==> src/rtl/keen_pkg.sv <==
// ----------------------------------------------------------------------------
// keen_pkg
// Shared definitions for the fetch-stage program-counter logic.
//   - pc_state_e  : PC unit state (BOOT, RUN, FAULT), PC_STATE_W bits wide
//   - ialign_bytes: instruction alignment in bytes, shared with decode
// Configuration macro: KEEN_PC_COMPRESSED_EN (compressed-instruction support,
// which relaxes the alignment to 2 bytes).
// ----------------------------------------------------------------------------
package keen_pkg;

    localparam int PC_STATE_W = 2;

`ifdef KEEN_PC_COMPRESSED_EN
    localparam bit COMPRESSED_EN = 1'b1;
`else
    localparam bit COMPRESSED_EN = 1'b0;
`endif

    typedef enum logic [PC_STATE_W-1:0] {
        BOOT  = 2'd0,
        RUN   = 2'd1,
        FAULT = 2'd2
    } pc_state_e;

    // With compressed instructions any 2-byte boundary is a legal target;
    // otherwise targets must sit on a full instruction boundary.
    function automatic int ialign_bytes(input int ilen);
        return COMPRESSED_EN ? 2 : ilen / 8;
    endfunction

endpackage

==> src/rtl/keen_pc_next.sv <==
// ----------------------------------------------------------------------------
// keen_pc_next
// Combinational next-pc selection for the PC unit.
// Priority in RUN: trap > aligned branch > misaligned branch (hold) >
// sequential advance > stall. In FAULT only a trap moves the pc.
// Ports:
//   state           current PC unit state
//   pc              current pc
//   pc_ready        fetch port accepts pc this cycle
//   branch          branch/jump redirect request
//   branch_address  branch target
//   trap            trap redirect request
//   trap_vector     trap handler address (low alignment bits are dropped)
//   inst_compressed (KEEN_PC_COMPRESSED_EN only) advance by 2 bytes
//   next_pc         pc value for the next cycle
//   take_redirect   a trap or branch redirect is taken this cycle
//   misaligned      a misaligned branch is being turned into a fault
// ----------------------------------------------------------------------------
module keen_pc_next
    import keen_pkg::*;
#(
    parameter int XLEN = 32,
    parameter int ILEN = 32
) (
    input  pc_state_e        state,
    input  logic [XLEN-1:0]  pc,
    input  logic             pc_ready,
    input  logic             branch,
    input  logic [XLEN-1:0]  branch_address,
    input  logic             trap,
    input  logic [XLEN-1:0]  trap_vector,
`ifdef KEEN_PC_COMPRESSED_EN
    input  logic             inst_compressed,
`endif
    output logic [XLEN-1:0]  next_pc,
    output logic             take_redirect,
    output logic             misaligned
);

    localparam int              IALIGN     = ialign_bytes(ILEN);
    localparam logic [XLEN-1:0] ALIGN_MASK = XLEN'(IALIGN - 1);
    localparam logic [XLEN-1:0] FULL_STEP  = XLEN'(ILEN / 8);

    logic [XLEN-1:0] step;
    logic [XLEN-1:0] trap_target;
    logic            target_misaligned;

    // Sequential increment: a compressed instruction only occupies two bytes.
`ifdef KEEN_PC_COMPRESSED_EN
    assign step = inst_compressed ? XLEN'(2) : FULL_STEP;
`else
    assign step = FULL_STEP;
`endif

    // Trap handlers are forced onto a legal boundary rather than faulting.
    assign trap_target       = trap_vector & ~ALIGN_MASK;
    assign target_misaligned = |(branch_address & ALIGN_MASK);

    // Priority mux. A redirect never waits for pc_ready; an unaccepted fetch
    // is simply dropped and the fetch side flushes it.
    always_comb begin
        next_pc       = pc;
        take_redirect = 1'b0;
        misaligned    = 1'b0;
        case (state)
            RUN: begin
                if (trap) begin
                    next_pc       = trap_target;
                    take_redirect = 1'b1;
                end else if (branch && !target_misaligned) begin
                    next_pc       = branch_address;
                    take_redirect = 1'b1;
                end else if (branch) begin
                    misaligned    = 1'b1;
                end else if (pc_ready) begin
                    next_pc       = pc + step;
                end
            end
            FAULT: begin
                if (trap) begin
                    next_pc       = trap_target;
                    take_redirect = 1'b1;
                end
            end
            default: begin
                next_pc = pc;
            end
        endcase
    end

endmodule

==> src/rtl/keen_pc_unit.sv <==
// ----------------------------------------------------------------------------
// keen_pc_unit
// Program-counter unit for the fetch stage: boot cycle, valid/ready fetch
// handshake, trap/branch redirects and misaligned-branch fault handling.
// Ports:
//   clk, reset      clock and synchronous active-high reset
//   pc_ready        fetch port accepts the current pc
//   branch          branch redirect request, target in branch_address
//   trap            trap redirect request, target in trap_vector
//   inst_compressed (KEEN_PC_COMPRESSED_EN only) current instruction is 16-bit
//   pc, pc_valid    fetch request
//   fault_valid     one-cycle pulse on a misaligned branch target
//   fault_address   offending target, held until the next fault
// Configuration macro: KEEN_PC_COMPRESSED_EN.
// ----------------------------------------------------------------------------
module keen_pc_unit
    import keen_pkg::*;
#(
    parameter int              XLEN         = 32,
    parameter int              ILEN         = 32,
    parameter logic [XLEN-1:0] RESET_VECTOR = 32'h8000_0000
) (
    input  logic             clk,
    input  logic             reset,
    input  logic             pc_ready,
    input  logic             branch,
    input  logic [XLEN-1:0]  branch_address,
    input  logic             trap,
    input  logic [XLEN-1:0]  trap_vector,
`ifdef KEEN_PC_COMPRESSED_EN
    input  logic             inst_compressed,
`endif
    output logic [XLEN-1:0]  pc,
    output logic             pc_valid,
    output logic             fault_valid,
    output logic [XLEN-1:0]  fault_address
);

    pc_state_e       state;
    logic [XLEN-1:0] next_pc;
    logic            take_redirect;
    logic            misaligned;

    keen_pc_next #(
        .XLEN (XLEN),
        .ILEN (ILEN)
    ) u_next (
        .state           (state),
        .pc              (pc),
        .pc_ready        (pc_ready),
        .branch          (branch),
        .branch_address  (branch_address),
        .trap            (trap),
        .trap_vector     (trap_vector),
`ifdef KEEN_PC_COMPRESSED_EN
        .inst_compressed (inst_compressed),
`endif
        .next_pc         (next_pc),
        .take_redirect   (take_redirect),
        .misaligned      (misaligned)
    );

    // State, pc and fault registers. pc_valid is registered alongside the
    // state so it reflects the state being entered, not the one being left.
    // The fault pulse lasts one cycle because misaligned can only be raised
    // from RUN, and the unit leaves RUN on that same edge.
    always_ff @(posedge clk) begin
        if (reset) begin
            state         <= BOOT;
            pc            <= RESET_VECTOR;
            pc_valid      <= 1'b0;
            fault_valid   <= 1'b0;
            fault_address <= '0;
        end else begin
            pc          <= next_pc;
            fault_valid <= misaligned;
            if (misaligned) begin
                fault_address <= branch_address;
            end
            case (state)
                BOOT: begin
                    state    <= RUN;
                    pc_valid <= 1'b1;
                end
                RUN: begin
                    if (misaligned) begin
                        state    <= FAULT;
                        pc_valid <= 1'b0;
                    end
                end
                FAULT: begin
                    if (take_redirect) begin
                        state    <= RUN;
                        pc_valid <= 1'b1;
                    end
                end
                default: begin
                    state    <= BOOT;
                    pc_valid <= 1'b0;
                end
            endcase
        end
    end

endmodule
==> config.mk <==
export PLATFORM = sky130hd
export DESIGN_NAME = keen_pc_unit
export DESIGN_NICKNAME = d
export VERILOG_FILES = /design/src/rtl/keen_pkg.sv /design/src/rtl/keen_pc_next.sv /design/src/rtl/keen_pc_unit.sv
export SDC_FILE = /design/constraint.sdc
export NUM_CORES = 1
export LEC_CHECK = 0
export CORE_ASPECT_RATIO = 2
export CORE_MARGIN = 2
export CORE_UTILIZATION = 45
export DETAILED_ROUTE_END_ITERATION = 8
export PLACE_DENSITY = 0.83
export SLEW_MARGIN = 20
export SYNTH_ARGS = -nofsm -noshare
export SYNTH_HDL_FRONTEND = slang
export SYNTH_SLANG_ARGS = --single-unit
==> constraint.sdc <==
create_clock -name clk -period 2.6 [get_ports clk]
set_clock_uncertainty 0.15 [all_clocks]
set_input_delay 0.52 -clock clk [delete_from_list [all_inputs] [get_ports clk]]
set_output_delay 0.52 -clock clk [all_outputs]
set_load 0.01 [all_outputs]
**Word level (Yosys, flattened, before mapping)**

Index checks and enable logic that the tools add are counted.
W data, S select, Z words.

- Add/sub/neg operators: 1
- Eq/ne operators: 7
- Mux-type cells: 20
- Reduce and logical (&&, ||, !) cells: 7

Operators by type and width:

| cell | number |
|---|---|
| $mux W32 | 5 |
| $pmux W32 S2 | 1 |
| $add A32 B3 Y32 const B | 1 |
| $mux W1 | 9 |
| $ne A4 B3 Y1 const B | 2 |
| $ne A2 B2 Y1 const B | 3 |
| $pmux W2 S3 | 1 |
| $mux W2 | 2 |
| $reduce_and A4 Y1 | 1 |
| $pmux W1 S3 | 1 |
| $eq A2 B1 Y1 const B | 1 |
| $eq A2 B2 Y1 const B | 1 |
| $logic_not A2 Y1 | 1 |
| $pmux W1 S2 | 1 |
| $reduce_and A2 Y1 | 1 |
| $reduce_bool A2 Y1 | 1 |
| $reduce_or A2 Y1 | 1 |
| $logic_and A1 B1 Y1 | 1 |
| $logic_not A1 Y1 | 1 |

- Register bits after elaboration: 68
- Word-level logic and storage cells: 40

**Depth between registers and ports, before layout**

Gate-level depths: netlist of the first run.

- Word-level depth: 8
- Mapped depth: 9
- Depth with buffers taken out: 7

**By module**

A second synthesis of the first run with hierarchy kept.

- Cell total of the unflattened synthesis: 496
- Area, all modules: 4,262.8 sq um

Modules (own cells, without submodules):

| module | instances | cells an instance | area an instance (sq um) | seq. area each (sq um) |
|---|---|---|---|---|
| keen_pc_unit | 1 | 181 | 2,137.0 | 1,341.3 |
| keen_pc_next | 1 | 315 | 2,125.8 | 0.0 |

**Worst setup path after synthesis of the first run**

Ideal clock, no wire load.

- Path kind: reg-to-reg
- From: register pc_valid (netlist name)
- To: register pc[13]
- Setup time: 0.119 ns
- Arrival: 1.883 ns
- Data required time: 2.331 ns
- Slack: 0.448 ns
- Cell stages (with the launch flop): 9
- Buffers on the path: 2
- Path through: dfxtp_1 -> inv_1 -> ha_1 -> o21ba_2 -> o221a_2 -> clkbuf_1 -> clkbuf_1 -> nand2_1 -> o221a_2

RTL lines:

| item | RTL line | RTL |
|---|---|---|
| to (signal assigned) | keen_pc_unit.sv:75 | `pc <= next_pc;` |
| to (decl) | keen_pc_unit.sv:33 | `output logic [XLEN-1:0] pc,` |

**Final worst setup path of the first run**

- From: register pc[3]
- To: register pc[24]

- Cells in the longest elaborated chain, start to end: 6

Ends and longest elaborated chain:

| item | RTL line | RTL |
|---|---|---|
| $add A32 B3 Y32 | keen_pc_next.sv:76 | `next_pc = pc + step;` |
| $mux W32 | keen_pc_next.sv:75 | `end else if (pc_ready) begin` |
| $mux W32 | keen_pc_next.sv:73 | `end else if (branch) begin` |
| $mux W32 | keen_pc_next.sv:70 | `end else if (branch && !target_misaligned) begin` |
| $mux W32 | keen_pc_next.sv:67 | `if (trap) begin` |
| $pmux W32 S2 | keen_pc_next.sv:65 | `case (state)` |

No other way between the ends. The select of a mux whose other input is x is not followed.
A chain may end at the register's enable or synchronous reset.

==> results of run 1 <==
## registers in the layout, summed over array words and instances, names as in the netlist
signal and cells:
state 1, pc 32, pc_valid 1, fault_address 32, fault_valid 1
## layout by cell type, fill, tap and decap left out, types with 11 or more instances in the layout
cell and count:
nor2_1 31, a21oi_1 72, inv_1 11, o21ai_0 26, nand3_1 20, nand2_1 100
dfxtp_1 67, buf_4 31, clkdlybuf4s50_1 131, nand4_1 12
## logic make-up (layout without fill, tap and decap cells)
| group | after synthesis | count (layout) |
|---|---|---|
| flip-flops | 67 | 67 |
| buffers and inverters | 44 | 192 |
| AO/OA/AOI/OAI | 151 | 151 |
| AND/OR/NAND/NOR | 214 | 214 |
| multiplexers | 2 | 2 |
| adder cells (fa/ha/maj) | 4 | 4 |
| XOR/XNOR | 8 | 8 |
## worst max-delay path, cell delays in order, from the launching register on
cell	delay [ps]
dfxtp_1	430
ha_1	230
nand3_1	260
nor4_2	490
nand2_1	120
or4_1	420
a31oi_1	170
## final cells by class
cell class	instances	area (um^2)	area share, %
clock buffer	12	256	4.65
clock inverter	2	12.5	0.227
inverter	11	41.3	0.748
multi-input combinational	379	2120	38.4
sequential	67	1340	24.3
tap	96	120	2.18
timing repair buffer	167	1630	29.5
## layer usage
metal	wire [um]	vias up	global-route usage, %	share of wire [%]
met5	0	-	0	0
met4	820	0	23.6	6.1
met3	658	51	7.11	4.9
met2	7220	192	54.2	53
met1	4820	2077	32.9	36
li1	-	2048	-	-
## stage by stage
step / setup TNS, ps / utilization [%] / setup slack, ps
after global routing: 0 / 70.0 / 81.5
after floorplan: 0 / - / 448
after CTS: 0 / 70.0 / 272
after detailed placement: -49.6 / 66.6 / -44.6
final: 0 / 70.0 / 254
after global placement: -20.1 / 66.6 / -20.1
## worst min-delay path by stage
stage	startpoint	endpoint	slack, ps	cells after the start
6_report	fault_address[21]	fault_address[21]	300	2
2_1_floorplan	fault_address[0]	fault_address[0]	330	2
3_3_place_gp	fault_address[14]	fault_address[14]	290	2
5_1_grt	fault_address[21]	fault_address[21]	320	2
4_1_cts	fault_address[20]	fault_address[20]	310	2
3_5_place_dp	pc[0]	pc[0]	300	1
## power by group through the flow
stage / Combinational [mW] / Sequential (mW) / Clock (mW)
2_1_floorplan: 0.298 / 1.22 / 0
3_3_place_gp: 0.725 / 1.20 / 0
3_5_place_dp: 0.744 / 1.21 / 0
4_1_cts: 0.749 / 1.19 / 1.13
5_1_grt: 0.813 / 1.20 / 1.17
6_report: 0.755 / 1.19 / 1.11
==> flow_summary.toml, run 1 <==
[yosys]
synth_fp_nets = 563
synth_simple_gate_area_share_pct = 28.6
seq_area_frac_synth_pct = 37.1
yosys_register_bits = 67
yosysMostFrequentCell = "nand2_1"
yosys.area_share.adder_pct = 1.39
async_flop_share_pct = 0
synthXorXnorAreaFrac_pct = 1.94
synthDistinctLibCells = 54
synth_warnings = 0
synth_area_um2 = 3610
yosys-top-cells-count = "100 x nand2_1, 72 x a21oi_1, 67 x dfxtp_1, 33 x clkbuf_1, 31 x nor2_1"
synth_top_family_by_area = "simple AND/OR/NAND/NOR gates"
synth_mux_area_share_pct = 0.554
postSynthAreaPerCell_um2 = 7.37
synth_top_area_cell = "dfxtp_1"
synth_edf_count = 0
synth.area.top_cells = "dfxtp_1 37%, nand2_1 10%, a21oi_1 10%"
synthDominantCellAreaShare_pct = 37.1
synth_cells = 490
ys.flop_type = "dfxtp_1"
synth_compound_area_share_pct = 25.8

[drt]
vias = 4368
drt-initial-drc-count = 416
viasPerCell = 5.95
antenna_left = 0
wl_um = 13500
first_pass_iters = 7
drt-wirelength-per-cell_um = 18.4
drc = 0

[floorplan]
ioPinCount = 135
core-area_um2 = 7890
die_area_um2 = 8800
start_util_pct = 45.8
dieHeight_um = 131
fp-row-count = 46
die_w_um = 67.3

[worst_setup_path]
cp-startpoint = "pc[3]"
endpoint = "pc[24]"
startpoint_type = "flop"
regToRegSetupSlack_ps = 250
required_ps = 2700
r2r_start = "pc[3]"
worstPathArrival_ps = 2450
cp_max_fo = 6
r2r-end = "pc[24]"
worstSetupPathType = "flop to flop"
endpoint_kind = "flop"
reg2regPathDepth = 6

[clocking]
cts.repair.resized = 0
clk_pin_slew_ps = 50
cts_max_level = 3
clk_path_buf_depth = 2
cts_tree = "yes"
clk-insertion-delay-late_ps = 330
clock-sinks = 67
cts_root_buf = "clkbuf_16"
cts_made_buffers = 9
cts_setup_buffers = 0
ctsHoldBuffers = 0

[final_layout]
area_growth_pct = 52.8
fillers = 637
fin_cells = 734
nets = 708
antennaDiodeCount = 0
design_area_um2 = 5520
drive_gt1_share_pct = 10.7

[run_status]
outcome = "completed"

[power]
clkPwrFrac_pct = 36.4
leakage_nw = 1.94
power.switching_mw = 0.884
power_density_nw_per_um2 = 555
comb_power_share_pct = 24.7
ir_drop_mv = 0.498
p_sw_share_pct = 28.9
p_seq_share_pct = 39.0
p_int_mw = 2.17
power_mw = 3.06

[global_route]
grtUsageTotal_pct = 31.7
grt_antenna_before_repair = 0
grt_remaining_overflow = 0
grt_pass1_wl_um = 21100
grt_max_degree = 33
first_global_vias = 4402

[sta]
fin_crit_sh_pct = 90.2
hold_viol = 0
rsz0062_at_grt = "no"
setup_violations = 0
whs_ps = 304
fin_crit_ps = 2350
drv_slew = 0
maxSlewHeadroom_pct = 60.9
worst_pin_slew_ps = 581
fmax_ghz = 0.426

[placement]
routabilityCongestion = 0.937
dpl.hpwl_um = 10000
placement.io_buffers = 132
place_area_um2 = 5250
dp_cells = 720

[worst_hold_path]
hold_path.class = "flop to flop"

[job]
maxCapViolations = 0
Note: power is estimated with default switching activity, not from simulation.
==> run 2: changes to the inputs <==
--- a/config.mk
+++ b/config.mk
@@ -10,6 +10,7 @@
 export CORE_UTILIZATION = 45
 export DETAILED_ROUTE_END_ITERATION = 8
 export PLACE_DENSITY = 0.83
+export SETUP_SLACK_MARGIN = 0.1
 export SLEW_MARGIN = 20
 export SYNTH_ARGS = -nofsm -noshare
 export SYNTH_HDL_FRONTEND = slang
==> run 2 against run 1 <==
  * Cell count up 0.14%
  * Sequential share of layout area is essentially flat
  * Wire length up 0.64%
  * Critical path depth unchanged
  * Clock-buffer cell count did not move
  * Global-route usage unchanged
  * Worst setup slack about the same
  * Utilization increased by 0.095 points
  * Fmax barely moved
  * Power rose by 0.12%
  * Combinational power hardly changed
  * Largest cell class unchanged
==> flow_summary.toml, run 2 (synthesized netlist as in run 1, its figures left out) <==
[floorplan]
start_util_pct = 45.8
dieHeight_um = 131
core-area_um2 = 7890
fp-row-count = 46
die_w_um = 67.3
ioPinCount = 135
die_area_um2 = 8800

[clocking]
cts_tree = "yes"
clk_pin_slew_ps = 50
clk_path_buf_depth = 2
clk-insertion-delay-late_ps = 330
ctsHoldBuffers = 0
clock-sinks = 67
cts.repair.resized = 0
cts_made_buffers = 9
cts_max_level = 3
cts_root_buf = "clkbuf_16"

[sta]
drv_slew = 0
hold_viol = 0
fin_crit_ps = 2350
maxSlewHeadroom_pct = 63.0
setup_violations = 0
worst_pin_slew_ps = 551
whs_ps = 304
fmax_ghz = 0.426
fin_crit_sh_pct = 90.2
rsz0062_at_grt = "yes"

[drt]
drc = 0
wl_um = 13600
drt-initial-drc-count = 471
vias = 4392
drt-wirelength-per-cell_um = 18.5
first_pass_iters = 5
antenna_left = 0
viasPerCell = 5.98

[global_route]
grt_max_degree = 33
first_global_vias = 4402
grt_antenna_before_repair = 0
grtUsageTotal_pct = 31.7
grt_pass1_wl_um = 21100
grt_remaining_overflow = 0

[placement]
placement.io_buffers = 132
dpl.hpwl_um = 10000
dp_cells = 720
routabilityCongestion = 0.937

[final_layout]
reg_top3 = "fault_address: 32 flops, pc: 32 flops"
area_growth_pct = 53.0
nets = 709
fillers = 635
fin_cells = 735
mostFrequentLayoutCell = "clkdlybuf4s50_1"
multi_input_area_um2 = 2120
regArea_um2 = 1340
drive_gt1_share_pct = 10.8
final_cell_mix = "131 x clkdlybuf4s50_1, 100 x nand2_1, 72 x a21oi_1"
antennaDiodeCount = 0

[run_status]
outcome = "completed"

[job]
maxCapViolations = 0

[worst_setup_path]
cp_cell_sequence = "ha_1, nand3_1, nor4_2, nand2_1, or4_1, a31oi_1"
cpPeakStageDelay_ps = 490
worstSetupPathType = "flop to flop"
slowest_stage = "nor4_2"
required_ps = 2700
r2r_start = "pc[3]"
cp_max_fo = 6
worstPathArrival_ps = 2450
reg2regPathDepth = 6
endpoint_kind = "flop"
r2r-end = "pc[24]"
regToRegSetupSlack_ps = 250
startpoint_type = "flop"

[worst_hold_path]
hold_path.class = "flop to flop"
min_to = "fault_address[21]"
min_from = "fault_address[21]"
hold_path_depth = 2

[power]
leakage_nw = 1.94
ir_drop_mv = 0.502
power_density_nw_per_um2 = 554
-- run 2: cell count changes in the layout (fill, tap and decap cells not counted), sizes merged --
cell  previous run  this run
buf             36        37
-- run 2: area by class of cell --
cell class | instances | share of cell area, %
tap | 96 | 2.17
sequential | 67 | 24.3
inverter | 11 | 0.747
clock inverter | 2 | 0.227
clock buffer | 12 | 4.64
timing repair buffer | 168 | 29.6
multi-input combinational | 379 | 38.3
-- run 2: layer usage --
metal  GRT usage (%)  wire [um]  part of all wire (%)  up-vias
met1            32.9       4930                    36     2081
met4            23.6        862                   6.3        0
met3            7.11        639                   4.7       59
met5               0          0                     0        -
li1                -          -                     -     2053
met2            54.2       7170                    53      199
-- run 2: worst max-delay path: cells and delay by family, from the launching register on --
kind | cells | cell delay (ps)
AND/OR/NAND/NOR | 4 | 1290
flip-flops | 1 | 430
adder cells (fa/ha/maj) | 1 | 230
AO/OA/AOI/OAI | 1 | 170
-- run 2: stage by stage --
stage / instance area (um^2) / power (mW) / worst slack (ps) / TNS [ps] / util, %
2_1_floorplan: 3610 / 1.52 / 448 / 0 / -
3_3_place_gp: 5250 / 1.93 / -20.1 / -20.1 / 66.6
3_5_place_dp: 5250 / 1.95 / -44.6 / -49.6 / 66.6
4_1_cts: 5520 / 3.07 / 272 / 0 / 70.0
5_1_grt: 5520 / 3.18 / 96.6 / 0 / 70.1
6_report: 5520 / 3.06 / 254 / 0 / 70.1
-- run 2: worst max-delay path by stage --
stage / start / endpoint / slack [ps] / cells past startpoint
2_1_floorplan: pc_valid / pc[13] / 450 / 8
3_5_place_dp: branch / pc[16] / -40 / 6
5_1_grt: pc[3] / pc[24] / 100 / 6
4_1_cts: pc[3] / pc[24] / 270 / 6
6_report: pc[3] / pc[24] / 250 / 6
3_3_place_gp: branch / pc[16] / -20 / 6
-- run 2: where the power goes --
part / leakage [nW] / internal, mW / switching, mW
Combinational: 1.27 / 0.391 / 0.364
Sequential: 0.545 / 1.10 / 0.0927
Clock: 0.131 / 0.685 / 0.431
-- run 2: timing repair --
item | in CTS | in global routing
buffers inserted | 0 | 1
endpoints found under the setup margin | 0 | 2
endpoints found under the hold margin | 0 | 0
